$ cat src/rtl/alu.sv
// ---------------------------------------------------------------------------
// alu -- registered arithmetic / logic / shift unit
//
// Computes a result from a, b, c_in and select combinationally and captures
// it into y on every rising clk edge (one cycle of latency, no handshake).
//
// Ports
//   y      : out, WIDTH     registered result
//   a      : in,  WIDTH     operand A
//   b      : in,  WIDTH     operand B
//   c_in   : in,  1         carry-in / arithmetic variant selector
//   select : in,  SEL_WIDTH opcode
//   clk    : in,  1         clock, rising edge
//   rst    : in,  1         asynchronous active-high reset, clears outputs
//   c_out  : out, 1         registered carry (only with ALU_CARRY_OUT_EN)
//
// Opcode map
//   select[4:3]=00 : select[2]=0 arithmetic, select[2]=1 logic,
//                    select[1:0] picks the operation
//   select[4:3]=01 : a << 1
//   select[4:3]=10 : a >> 1 (logical)
//   select[4:3]=11 : zero
//
// Configuration
//   ALU_CARRY_OUT_EN : when defined, adds the registered c_out port.
// ---------------------------------------------------------------------------
module alu #(
  parameter int WIDTH     = 4,
  parameter int SEL_WIDTH = 5
) (
  output logic [WIDTH-1:0]     y,
  input  logic [WIDTH-1:0]     a,
  input  logic [WIDTH-1:0]     b,
  input  logic                 c_in,
  input  logic [SEL_WIDTH-1:0] select,
  input  logic                 clk,
  input  logic                 rst
`ifdef ALU_CARRY_OUT_EN
  ,
  output logic                 c_out
`endif
);

  // The adder carries one extra bit only when the carry is actually exported,
  // so the default build has no dangling carry logic.
`ifdef ALU_CARRY_OUT_EN
  localparam int SUM_W = WIDTH + 1;
`else
  localparam int SUM_W = WIDTH;
`endif

  logic [WIDTH-1:0] next_y;
  logic [WIDTH-1:0] op_b;
  logic [SUM_W-1:0] sum;
`ifdef ALU_CARRY_OUT_EN
  logic             next_c;
`endif

  // All four arithmetic ops share one adder: a + op_b + c_in, where op_b is
  // 0, b, ~b or all-ones. Op 011 with c_in=1 bypasses the adder (transfer B).
  always_comb begin
    op_b = '0;
    unique case (select[1:0])
      2'b00:   op_b = '0;
      2'b01:   op_b = b;
      2'b10:   op_b = ~b;
      default: op_b = '1;
    endcase
  end

  // For a-1 (op 011, c_in=0) the carry-in must be zero, which it already is.
  assign sum = SUM_W'(a) + SUM_W'(op_b) + SUM_W'(c_in);

  always_comb begin
    next_y = '0;
`ifdef ALU_CARRY_OUT_EN
    next_c = 1'b0;
`endif
    unique case (select[4:3])
      2'b00: begin
        if (!select[2]) begin
          if (select[1:0] == 2'b11 && c_in) begin
            next_y = b;
          end else begin
            next_y = sum[WIDTH-1:0];
`ifdef ALU_CARRY_OUT_EN
            next_c = sum[WIDTH];
`endif
          end
        end else begin
          unique case (select[1:0])
            2'b00:   next_y = a & b;
            2'b01:   next_y = a | b;
            2'b10:   next_y = a ^ b;
            default: next_y = ~a;
          endcase
        end
      end
      2'b01: begin
        next_y = {a[WIDTH-2:0], 1'b0};
`ifdef ALU_CARRY_OUT_EN
        next_c = a[WIDTH-1];
`endif
      end
      2'b10: begin
        next_y = {1'b0, a[WIDTH-1:1]};
`ifdef ALU_CARRY_OUT_EN
        next_c = a[0];
`endif
      end
      default: begin
        next_y = '0;
      end
    endcase
  end

  // Output register; reset clears it immediately and drops any pending result.
  always_ff @(posedge clk or posedge rst) begin
    if (rst) begin
      y <= '0;
    end else begin
      y <= next_y;
    end
  end

`ifdef ALU_CARRY_OUT_EN
  always_ff @(posedge clk or posedge rst) begin
    if (rst) begin
      c_out <= 1'b0;
    end else begin
      c_out <= next_c;
    end
  end
`endif

  // select[SEL_WIDTH-1:5] does not exist for the fixed 5-bit encoding.
endmodule

$ cat config.mk
export PLATFORM = sky130hd
export DESIGN_NAME = alu
export DESIGN_NICKNAME = d
export VERILOG_FILES = /design/src/rtl/alu.sv
export SDC_FILE = /design/constraint.sdc
export NUM_CORES = 1
export LEC_CHECK = 0
export BUFFER_PORTS_ARGS = -buffer_cell sky130_fd_sc_hd__buf_2
export CORE_MARGIN = 10
export CORE_UTILIZATION = 45
export CTS_CLUSTER_DIAMETER = 200
export DETAILED_ROUTE_END_ITERATION = 16
export GPL_TIMING_DRIVEN = 0
export PLACE_DENSITY = 0.73
export SLEW_MARGIN = 0
export SYNTH_ARGS = -nofsm -noshare
export SYNTH_HDL_FRONTEND = slang
export SYNTH_SLANG_ARGS = --single-unit
$ cat constraint.sdc
create_clock -name clk -period 0.8 [get_ports clk]
set_input_delay 0.08 -clock clk [delete_from_list [all_inputs] [get_ports clk]]
set_output_delay 0.08 -clock clk [all_outputs]
set_load 0.02 [all_outputs]
# ---- Word level (Yosys, flattened, before mapping)
# Index checks and enable logic that the tools add are counted.
dict set report classes {
  n_addsub 2
  n_eq_ne 5
  muxes 5
  bitwise_logic 5
  n_reduce_logical 3
}
# operator n
set ops {}
lappend ops {{$pmux W4 S3} 3}
lappend ops {{$mux W4} 2}
lappend ops {{$not A4 Y4} 2}
lappend ops {{$eq A2 B2 Y1 const B} 3}
lappend ops {{$add A4 B1 Y4} 1}
lappend ops {{$add A4 B4 Y4} 1}
lappend ops {{$and A4 B4 Y4} 1}
lappend ops {{$eq A2 B1 Y1 const B} 2}
lappend ops {{$logic_not A2 Y1} 2}
lappend ops {{$or A4 B4 Y4} 1}
lappend ops {{$xor A4 B4 Y4} 1}
lappend ops {{$logic_and A1 B1 Y1} 1}
dict set report word_totals {
  regBits 4
  in_bits 16
  output_inout_bits 4
}

# ---- Longest topological paths before layout
# Gate-level depths: netlist of run 1.
dict set report depth {
  depth_word 7
  ltp_mapped 9
}

# ---- Worst setup path before layout of run 1
# No wires, ideal clock.
dict set report synth_path {
  path_kind {input -> register}
  startpoint {input select[1]}
  endpoint {register y[1]}
  setup_time_ps 96
  arrival_ps 1668
  slack_ps -963
  stages 8
  path_cell_list {buf_6 mux2_2 fa_1 inv_1 fa_1 mux2i_1 mux2i_1 o31ai_1}
}
dict set report synth_via {
  elab_chain_cells 7
}
# element line_no
set synth_rtl {}
lappend synth_rtl {{from (decl)} 35} ;# input logic [SEL_WIDTH-1:0] select,
lappend synth_rtl {{$eq A2 B2 Y1, or another cell as far along} {63, 91}}
lappend synth_rtl {{$pmux W4 S3} 63} ;# unique case (select[1:0])
lappend synth_rtl {{$add A4 B4 Y4} 72} ;# assign sum = SUM_W'(a) + SUM_W'(op_b) + SUM_W'(c_in);
lappend synth_rtl {{$add A4 B1 Y4} 72}
lappend synth_rtl {{$mux W4} 82} ;# if (select[1:0] == 2'b11 && c_in) begin
lappend synth_rtl {{$mux W4 *} 81} ;# if (!select[2]) begin
lappend synth_rtl {{$pmux W4 S3 *} 79} ;# unique case (select[4:3])
lappend synth_rtl {{via next_y[1]} 52} ;# logic [WIDTH-1:0] next_y;
lappend synth_rtl {{to (signal assigned)} 122} ;# y <= next_y;
lappend synth_rtl {{to (decl)} 31} ;# output logic [WIDTH-1:0] y,
# Mark *: on every way through the listed nets, which the timed path passes. The rest lies on a longest branch.

# ---- Worst setup path after layout of run 1
dict set report layout_path {
  startpoint {input select[0]}
  endpoint {register y[1]}
}
# The elaborated chain is that of the path after synthesis.

==> summary.md, run 1 <==
| Metric | Value |
|---|---|
| Die X-Extent | `around 60 um` |
| Static Leak | `0.5020 nW` |
| Yosys warns | `0` |
| Synthesized area per cell | `between 9 and 10 um2` |
| I/O pins | `20` |
| Crit path max-delay cell type | `fa_1` |
| Vias in the first global route | `about 660` |
| Starting density of the core | `a little under half` |
| Nets | `between 100 and 150` |
| Gpl congestion | `approximately 0.75` |
| Drt first-iter violations | `10` |
| CP dominant cell by count | `mux2i_1` |
| Site Rows | `14` |
| Pin count of the biggest net entering global routing | `11` |
| Final Power | `1.009 mW` |
| Sequential area share after synthesis | `between 10% and 20%` |
| Switching power | `334.2 uW` |
| Hold endpoint | `y[1]` |
| Ant. Diodes | `0` |
| Crit Path Max Fanout | `2` |
| WP data required | `between 0.9 and 1 ns` |
| Post-Syn Area | `703.2 um2` |
| Fraction of layout cells with a size suffix above 1 | `between 30% and 40%` |
| Internal power | `674.4 uW` |
| I/O Buffers | `16` |
| WHS Path Cells | `2` |
| Top delay family on crit path | `adder cells` |
| Hold Slack | `roughly 0.089 ns` |
| Logic pwr share | `between 50% and 60%` |
| Hold path startpoint | `select[4]` |
| Area delta synth->final | `36.48%` |
| Util after Layout | `64.45%` |
| Setup TNS | `-2.662 ns` |
| Part of the power in the clock network | `between 20% and 30%` |
| Total power divided by cell area | `1051 nW/um2` |
| Post-route insts no fill | `~120` |
| CP endpoint kind | `flip-flop` |
| First-pass GRT wire length | `~2.7 mm` |
| RSZ-0062 raised after global routing | `yes` |
| Minimum clock period | `around 1.6 ns` |
| Status | `finished, violations left` |
| Top Registers | `y (4)` |
| Inserted Clock Buffers | `3` |
| CP bufs+invs | `3` |
| Number of register bits inferred by synthesis | `4` |
| DRT Pass-1 Iters | `4` |
| Cells after DPL | `~110` |
| H-tree depth | `1` |
| Hold WC Path Type | `in2reg` |
| Final worst slack | `-0.8276 ns` |
| Clock Path Buffers | `2` |
| Reg with most FFs | `y` |
| Clock transition at path regs | `roughly 0.04 ns` |
| Sequential share of power | `23.4%` |
| CP Data Arrival Time | `between 1.5 and 2 ns` |
| Clk Tree Root Cell | `clkbuf_4` |
| CTS tree | `done` |
| DRT antenna net count | `0` |
| Remaining DRCs | `0` |
| Antenna violations before repair | `0` |
| Grt total ovfl | `0` |
| Startpoint Class | `input pin` |
| Violated checks | `setup timing` |
| Die footprint | `around 3500 um2` |
| Post-route cell area | `~960 um2` |
| Dpl ws | `-1.181 ns` |
| Final setup fails | `8` |
| Largest register FFs | `4` |
| Mapped Nets | `around 100` |
| Distinct cells, synth | `29` |
| Max stage delay on crit path | `roughly 0.37 ns` |
| Vias/cell | `about 5.4` |
| Rel. slew slack | `73.27%` |
| Fin. Hold Viols | `0` |
| Worst Tran Pin Value | `0.4010 ns` |
| Placed cell areas | `about 820 um2` |
| Final WL | `~1.6 mm` |
| Worst Path Class, Setup | `in2reg` |
| Fraction of power spent switching nets | `between 30% and 40%` |
| Crit share post-route | `203.5%` |
| Max_cap viols | `0` |
| Fin. max-slew vios | `0` |
| GR Util All Layers | `9.675%` |
| Core outline area | `approximately 1500 um2` |
| Commonest cells after routing, fill and taps aside | `inv_1 (14), buf_2 (12), ha_1 (9)` |
| Maximum vdd drop | `0.4760 mV` |
| Max Clk Rate | `about 600 MHz` |
| DIE HEIGHT | `59.53 um` |
| Cell breakdown of the critical path | `buf_8 > buf_6 > mux2_4 > fa_2 > inv_2 > fa_1 > mux2i_1 > mux2i_1 > o31ai_1` |
| Total vias in the final route | `roughly 630` |
| DR WL/cell | `approximately 14 um` |
| Clock sinks | `4` |
| Commonest non-fill, non-tap cell in the layout | `inv_1` |
| HPWL after detailed placement | `roughly 1.2 mm` |
| Synthesized instance count | `74` |
## worst max path at each step
stage | from | end | slack (ns) | depth (start not counted)
floorplan | select[1] | y[1] | -0.91 | 8
global placement | select[0] | y[1] | -1.15 | 9
detailed placement | select[0] | y[1] | -1.18 | 9
CTS | select[0] | y[1] | -0.90 | 9
global route | select[0] | y[1] | -0.94 | 9
finish | select[0] | y[1] | -0.83 | 9
## power by group through the flow
stage                     logic [mW]  clock network [mW]  registers, mW
after detailed placement       0.443                   0          0.232
after global routing           0.578               0.281          0.238
after floorplan                0.288                   0          0.263
final                          0.527               0.246          0.236
after global placement         0.431                   0          0.232
after CTS                      0.518               0.253          0.236
## kinds of logic (layout without fill, tap and decap cells)
group,Yosys count,count (layout),share of synthesized area (%)
xor+xnor,3,3,3.737
mux,11,11,21.89
fa+ha+maj,12,12,23.49
simple gates,10,10,8.719
flops,4,4,14.24
buf+inv,20,45,12.99
compound gates,14,14,14.95
## cell type report
type	instances	area, um2
Clock buffer	3	22.52
Inverter	16	60.06
Timing Repair Buffer	22	170.2
Multi-Input combinational cell	50	546.8
Tap cell	16	20.02
Sequential cell	4	100.1
Fill cell	119	529.3
Buffer	4	40.04
## synth_stat cells
master    count  area (um2)
a211o_1       1       8.760
a211oi_2      1       12.51
a21o_1        3       22.52
a21oi_1       1       5.000
a31o_1        1       8.760
a31oi_1       1       6.260
buf_2         1       5.000
buf_6         2       22.52
clkbuf_1      1       3.750
dfrtp_1       4       100.1
fa_1          2       40.04
ha_1         10       125.1
inv_1        15       56.30
inv_2         1       3.750
mux2_2        2       22.52
mux2i_1       6       60.06
mux4_1        1       26.28
mux4_2        2       45.04
nand2_1       2       7.510
nand3_1       1       5.000
nand3_4       1       17.52
nor2_1        2       7.510
nor3_1        3       15.01
o211ai_1      2       15.01
o21ai_0       1       5.000
o22ai_1       1       6.260
o31ai_1       2       15.01
or3b_1        1       8.760
xnor2_1       3       26.28
## layer usage
metal | track usage, % | vias to the layer above | part of all wire [%]
met5 | 0 | - | 0
met3 | 3.648 | 2 | 5.0
met1 | 9.732 | 303 | 40
met2 | 17.68 | 15 | 53
met4 | 3.205 | 0 | 1.9
li1 | - | 306 | -
## what timing repair did
item	in CTS	in global routing
setup buffers	4	1
setup endpoints to repair	8	8
pin swaps	8	5
gates resized for setup	16	0
hold endpoints to repair	4	0
hold buffers	1	0
Power figures use the tool's default switching activity.
==> inputs of run 2 (changes only) <==
CTS_BUF_LIST = sky130_fd_sc_hd__clkbuf_16   (was unset)
PLACE_DENSITY = 0.85   (was 0.73)
==> summary.md, run 2 (synthesis gave the netlist of run 1 again) <==
| Metric | Value |
|---|---|
| Total vias in the final route | `638 (was 626)` |
| Crit Path Max Fanout | `2 (unchanged)` |
| Max Clk Rate | `585.9 MHz (was 614.4 MHz)` |
| Clk Tree Root Cell | `clkbuf_16 (was clkbuf_4)` |
| CP dominant cell by count | `mux2i_1 (unchanged)` |
| Fin. max-slew vios | `0 (unchanged)` |
| Minimum clock period | `1.707 ns (was 1.628 ns)` |
| I/O Buffers | `16 (unchanged)` |
| CP bufs+invs | `3 (unchanged)` |
| Hold path startpoint | `select[4] (unchanged)` |
| Fin. Hold Viols | `0 (unchanged)` |
| Vias in the first global route | `714 (was 655)` |
| Cell breakdown of the critical path | `buf_8 > buf_6 > mux2_4 > fa_2 > inv_2 > fa_1 > mux2i_1 > mux2i_1 > o31ai_1 (unchanged)` |
| Clock Path Buffers | `2 (unchanged)` |
| Starting density of the core | `47.23% (unchanged)` |
| H-tree depth | `1 (unchanged)` |
| Commonest cells after routing, fill and taps aside | `inv_1 (14), buf_2 (12), ha_1 (10) (was inv_1 (14), buf_2 (12), ha_1 (9))` |
| Commonest non-fill, non-tap cell in the layout | `inv_1 (unchanged)` |
| Pin count of the biggest net entering global routing | `11 (unchanged)` |
| Final worst slack | `-0.9067 ns (was -0.8276 ns)` |
| HPWL after detailed placement | `1.355 mm (was 1.202 mm)` |
| Total power divided by cell area | `1554 nW/um2 (was 1051 nW/um2)` |
| I/O pins | `20 (unchanged)` |
| CP Data Arrival Time | `1.82 ns (was 1.76 ns)` |
| Vias/cell | `5.596 (was 5.443)` |
| Violated checks | `setup timing (unchanged)` |
| Final setup fails | `4 (was 8)` |
| Hold WC Path Type | `in2reg (unchanged)` |
| Final WL | `1.633 mm (was 1.643 mm)` |
| Max_cap viols | `0 (unchanged)` |
| Reg with most FFs | `y (unchanged)` |
| Drt first-iter violations | `7 (was 10)` |
| Largest register FFs | `4 (unchanged)` |
| Dpl ws | `-1.237 ns (was -1.181 ns)` |
| Crit share post-route | `213.3% (was 203.5%)` |
| Nets | `128 (was 129)` |
| Gpl congestion | `0.7594 (was 0.7528)` |
| Startpoint Class | `input pin (unchanged)` |
| WP data required | `0.91 ns (was 0.94 ns)` |
| DIE HEIGHT | `59.53 um (unchanged)` |
| Die footprint | `3544 um2 (unchanged)` |
| Crit path max-delay cell type | `fa_1 (unchanged)` |
| Remaining DRCs | `0 (unchanged)` |
| CP endpoint kind | `flip-flop (unchanged)` |
| First-pass GRT wire length | `2.898 mm (was 2.704 mm)` |
| Worst Tran Pin Value | `0.3760 ns (was 0.4010 ns)` |
| Clock transition at path regs | `0.03 ns (was 0.04 ns)` |
| Util after Layout | `65.55% (was 64.45%)` |
| Maximum vdd drop | `0.7745 mV (was 0.4760 mV)` |
| Rel. slew slack | `74.93% (was 73.27%)` |
| Max stage delay on crit path | `0.39 ns (was 0.37 ns)` |
| Clock sinks | `4 (unchanged)` |
| Grt total ovfl | `0 (unchanged)` |
| Core outline area | `1489 um2 (unchanged)` |
| Top Registers | `y (4) (unchanged)` |
| CTS tree | `done (unchanged)` |
| Top delay family on crit path | `adder cells (unchanged)` |
| Static Leak | `0.5166 nW (was 0.5020 nW)` |
| Worst Path Class, Setup | `in2reg (unchanged)` |
| Site Rows | `14 (unchanged)` |
| DRT Pass-1 Iters | `4 (unchanged)` |
| Hold endpoint | `y[1] (unchanged)` |
| Status | `finished, violations left (unchanged)` |
| Die X-Extent | `59.53 um (unchanged)` |
| DR WL/cell | `14.32 um (was 14.29 um)` |
| RSZ-0062 raised after global routing | `yes (unchanged)` |
| DRT antenna net count | `0 (unchanged)` |
| Fraction of layout cells with a size suffix above 1 | `37.76% (was 39.39%)` |
| GR Util All Layers | `10.23% (was 9.675%)` |
| Antenna violations before repair | `0 (unchanged)` |
| WHS Path Cells | `2 (unchanged)` |
| Inserted Clock Buffers | `3 (unchanged)` |
| Ant. Diodes | `0 (unchanged)` |
| Fillcell total | `115 (was 119)` |
| Area delta synth->final | `38.79% (was 36.48%)` |
[run 2: cell types whose count changed in the layout (fill, tap and decap cells not counted), sizes merged]
cell / before / now
buf: 24 / 23
[run 2: worst max-delay path by stage]
stage / start / to / slack (ns) / depth (start not counted)
6_report: select[0] / y[1] / -0.91 / 9
5_1_grt: select[0] / y[1] / -0.98 / 9
4_1_cts: select[0] / y[1] / -0.97 / 9
3_5_place_dp: select[0] / y[1] / -1.24 / 9
3_3_place_gp: select[0] / y[1] / -1.15 / 9
2_1_floorplan: select[1] / y[1] / -0.91 / 8
[run 2: final cells by class]
type	instances	area (um2)	area share [%]
buffer	4	40.04	4.103
clock buffer	3	75.07	7.692
inverter	16	60.06	6.154
multi-input combinational	50	525.5	53.85
sequential	4	100.1	10.26
tap	16	20.02	2.051
timing repair buffer	21	155.1	15.90
[run 2: what timing repair did]
item,in CTS,in global routing
setup endpoints to repair,7,8
buffers inserted,3,1
hold buffers,1,0
hold endpoints to repair,4,0
pin swaps,4,2
resized for setup,10,2
[run 2: stage by stage]
| stage | instances | hold WS, ns | TNS, ns | cell area (um2) | total power, mW |
|---|---|---|---|---|---|
| 2_1_floorplan | 74 | -0.1539 | -2.871 | 721.9 | 0.5513 |
| 3_3_place_gp | 106 | -0.04409 | -3.743 | 822.0 | 0.6590 |
| 3_5_place_dp | 106 | -0.02508 | -3.893 | 822.0 | 0.6845 |
| 4_1_cts | 113 | 0.1062 | -2.878 | 962.2 | 1.519 |
| 5_1_grt | 114 | 0.1384 | -3.154 | 975.9 | 1.599 |
| 6_report | 114 | 0.1266 | -2.859 | 975.9 | 1.517 |
[run 2: routing by layer]
metal  vias up  track usage [%]  part of all wire (%)
li1        308                -                     -
met1       299            9.721                    38
met2        25            18.87                    53
met3         6            2.790                   5.9
met4         0            6.090                   2.4
met5         -                0                     0
[run 2: where the power goes]
group	leakage, nW	total (mW)	internal, mW	switching [mW]
combinational	0.429	0.511	0.269	0.242
sequential	0.0506	0.236	0.226	0.00960
clock	0.0370	0.770	0.638	0.133
==> inputs of run 3 (changes only) <==
PLACE_DENSITY = 0.73   (was 0.85)
==> summary.md, run 3 (synthesis gave the netlist of run 1 again) <==
| Metric | Value |
|---|---|
| Vias/cell | `5.474 (was 5.596)` |
| Cell breakdown of the critical path | `buf_8 > buf_6 > mux2_4 > fa_2 > inv_2 > fa_1 > mux2i_1 > mux2i_1 > o31ai_2 (was buf_8 > buf_6 > mux2_4 > fa_2 > inv_2 > fa_1 > mux2i_1 > mux2i_1 > o31ai_1)` |
| Ant. Diodes | `0 (unchanged)` |
| Commonest non-fill, non-tap cell in the layout | `inv_1 (unchanged)` |
| Crit path max-delay cell type | `fa_1 (unchanged)` |
| Setup TNS | `-2.813 ns (was -2.859 ns)` |
| Clock sinks | `4 (unchanged)` |
| Startpoint Class | `input pin (unchanged)` |
| Dpl ws | `-1.181 ns (was -1.237 ns)` |
| GR Util All Layers | `9.936% (was 10.23%)` |
| Fin. Hold Viols | `0 (unchanged)` |
| RSZ-0062 raised after global routing | `yes (unchanged)` |
| Maximum vdd drop | `0.9417 mV (was 0.7745 mV)` |
| Rel. slew slack | `71.31% (was 74.93%)` |
| Antenna violations before repair | `0 (unchanged)` |
| Total vias in the final route | `635 (was 638)` |
| Remaining DRCs | `0 (unchanged)` |
| Drt first-iter violations | `15 (was 7)` |
| Core outline area | `1489 um2 (unchanged)` |
| WP data required | `0.93 ns (was 0.91 ns)` |
| CP Data Arrival Time | `1.77 ns (was 1.82 ns)` |
| Part of the power in the clock network | `50.0% (was 50.8%)` |
| Top delay family on crit path | `adder cells (unchanged)` |
| Final Power | `1.563 mW (was 1.517 mW)` |
| CP endpoint kind | `flip-flop (unchanged)` |
| Fillcell total | `109 (was 115)` |
| Die X-Extent | `59.53 um (unchanged)` |
| Max_cap viols | `0 (unchanged)` |
| Internal power | `1.151 mW (was 1.133 mW)` |
| Fraction of layout cells with a size suffix above 1 | `41.00% (was 37.76%)` |
| Clk Tree Root Cell | `clkbuf_16 (unchanged)` |
| Util after Layout | `68.82% (was 65.55%)` |
| Final setup fails | `7 (was 4)` |
| Fraction of power spent switching nets | `26.34% (was 25.31%)` |
| Nets | `130 (was 128)` |
| Top Registers | `y (4) (unchanged)` |
| Violated checks | `setup timing (unchanged)` |
| Gpl congestion | `0.7528 (was 0.7594)` |
| H-tree depth | `1 (unchanged)` |
| Area delta synth->final | `45.73% (was 38.79%)` |
| Hold Slack | `0.1128 ns (was 0.1266 ns)` |
| CTS tree | `done (unchanged)` |
| I/O pins | `20 (unchanged)` |
| Static Leak | `0.5316 nW (was 0.5166 nW)` |
| Max stage delay on crit path | `0.37 ns (was 0.39 ns)` |
| Status | `finished, violations left (unchanged)` |
| Starting density of the core | `47.23% (unchanged)` |
| Site Rows | `14 (unchanged)` |
| Logic pwr share | `34.8% (was 33.7%)` |
| HPWL after detailed placement | `1.202 mm (was 1.355 mm)` |
| Register area | `100.1 um2 (unchanged)` |
| CP bufs+invs | `3 (unchanged)` |
| Minimum clock period | `1.636 ns (was 1.707 ns)` |
| Largest register FFs | `4 (unchanged)` |
| Final WL | `1.870 mm (was 1.633 mm)` |
| Switching power | `411.6 uW (was 383.8 uW)` |
| Die footprint | `3544 um2 (unchanged)` |
| CP dominant cell by count | `mux2i_1 (unchanged)` |
| Pin count of the biggest net entering global routing | `11 (unchanged)` |
| Area of the multi-input gates | `551.8 um2 (was 525.5 um2)` |
| Crit Path Max Fanout | `2 (unchanged)` |
| Hold WC Path Type | `in2reg (unchanged)` |
| DIE HEIGHT | `59.53 um (unchanged)` |
| Worst Tran Pin Value | `0.4304 ns (was 0.3760 ns)` |
| Fin. max-slew vios | `0 (unchanged)` |
| Clock Path Buffers | `2 (unchanged)` |
| Total power divided by cell area | `1525 nW/um2 (was 1554 nW/um2)` |
| Grt total ovfl | `0 (unchanged)` |
| I/O Buffers | `16 (unchanged)` |
| Vias in the first global route | `663 (was 714)` |
| Reg with most FFs | `y (unchanged)` |
| Crit share post-route | `204.5% (was 213.3%)` |
| Commonest cells after routing, fill and taps aside | `inv_1 (14), buf_2 (12), ha_1 (9) (was inv_1 (14), buf_2 (12), ha_1 (10))` |
| Final worst slack | `-0.8362 ns (was -0.9067 ns)` |
| Max Clk Rate | `611.2 MHz (was 585.9 MHz)` |
| Worst Path Class, Setup | `in2reg (unchanged)` |
| First-pass GRT wire length | `2.766 mm (was 2.898 mm)` |
| DR WL/cell | `16.12 um (was 14.32 um)` |
| Inserted Clock Buffers | `3 (unchanged)` |
| DRT Pass-1 Iters | `4 (unchanged)` |
| DRT antenna net count | `0 (unchanged)` |
| Clock transition at path regs | `0.03 ns (about the same)` |
| Sequential share of power | `15.2% (was 15.5%)` |
==> run 3: changes by cell type in the layout (fill, tap and decap cells not counted) <==
cell / change
mux2i_4: +1
ha_4: +1
o31ai_2: +1
mux2i_2: -1
ha_1: -1
buf_8: +1
buf_4: +1
o31ai_1: -1
==> run 3: timing repair <==
item / in CTS / in global routing
resized for setup: 12 / 5
buffers inserted: 4 / 2
hold buffers: 1 / 0
pin swaps: 8 / 7
hold endpoints to repair: 4 / 0
setup endpoints to repair: 6 / 8
==> run 3: worst paths after layout <==
kind	start	endpoint	slack [ns]	cells after the start
max	select[0]	y[1]	-0.84	9
min	select[4]	y[1]	0.11	2
max in group asynchronous	rst	y[2]	0.36	3
min in group asynchronous	rst	y[1]	0.30	3
==> run 3: power groups by stage <==
stage / registers [mW] / clock network, mW / logic [mW]
3_5_place_dp: 0.232 / 0 / 0.443
3_3_place_gp: 0.232 / 0 / 0.431
4_1_cts: 0.235 / 0.779 / 0.507
5_1_grt: 0.241 / 0.801 / 0.597
2_1_floorplan: 0.263 / 0 / 0.288
6_report: 0.238 / 0.781 / 0.543
==> run 3: metal layers <==
metal	track usage, %	routed length, um	up-vias
li1	-	-	310
met1	10.23	716	304
met2	18.28	1053	19
met3	2.575	69	2
met4	4.167	31	0
met5	0	0	-
==> run 3: layout make-up <==
class | instances | area share [%]
multi-input combinational | 50 | 53.85
timing repair buffer | 23 | 17.34
sequential | 4 | 9.768
clock buffer | 3 | 7.326
inverter | 16 | 5.861
buffer | 4 | 3.907
tap | 16 | 1.954
==> run 3: per-stage QoR <==
| stage | instance area (um2) | instances |
|---|---|---|
| 3_5_place_dp | 822.0 | 106 |
| 2_1_floorplan | 721.9 | 74 |
| 4_1_cts | 992.2 | 114 |
| 3_3_place_gp | 822.0 | 106 |
| 5_1_grt | 1025 | 116 |
| 6_report | 1025 | 116 |
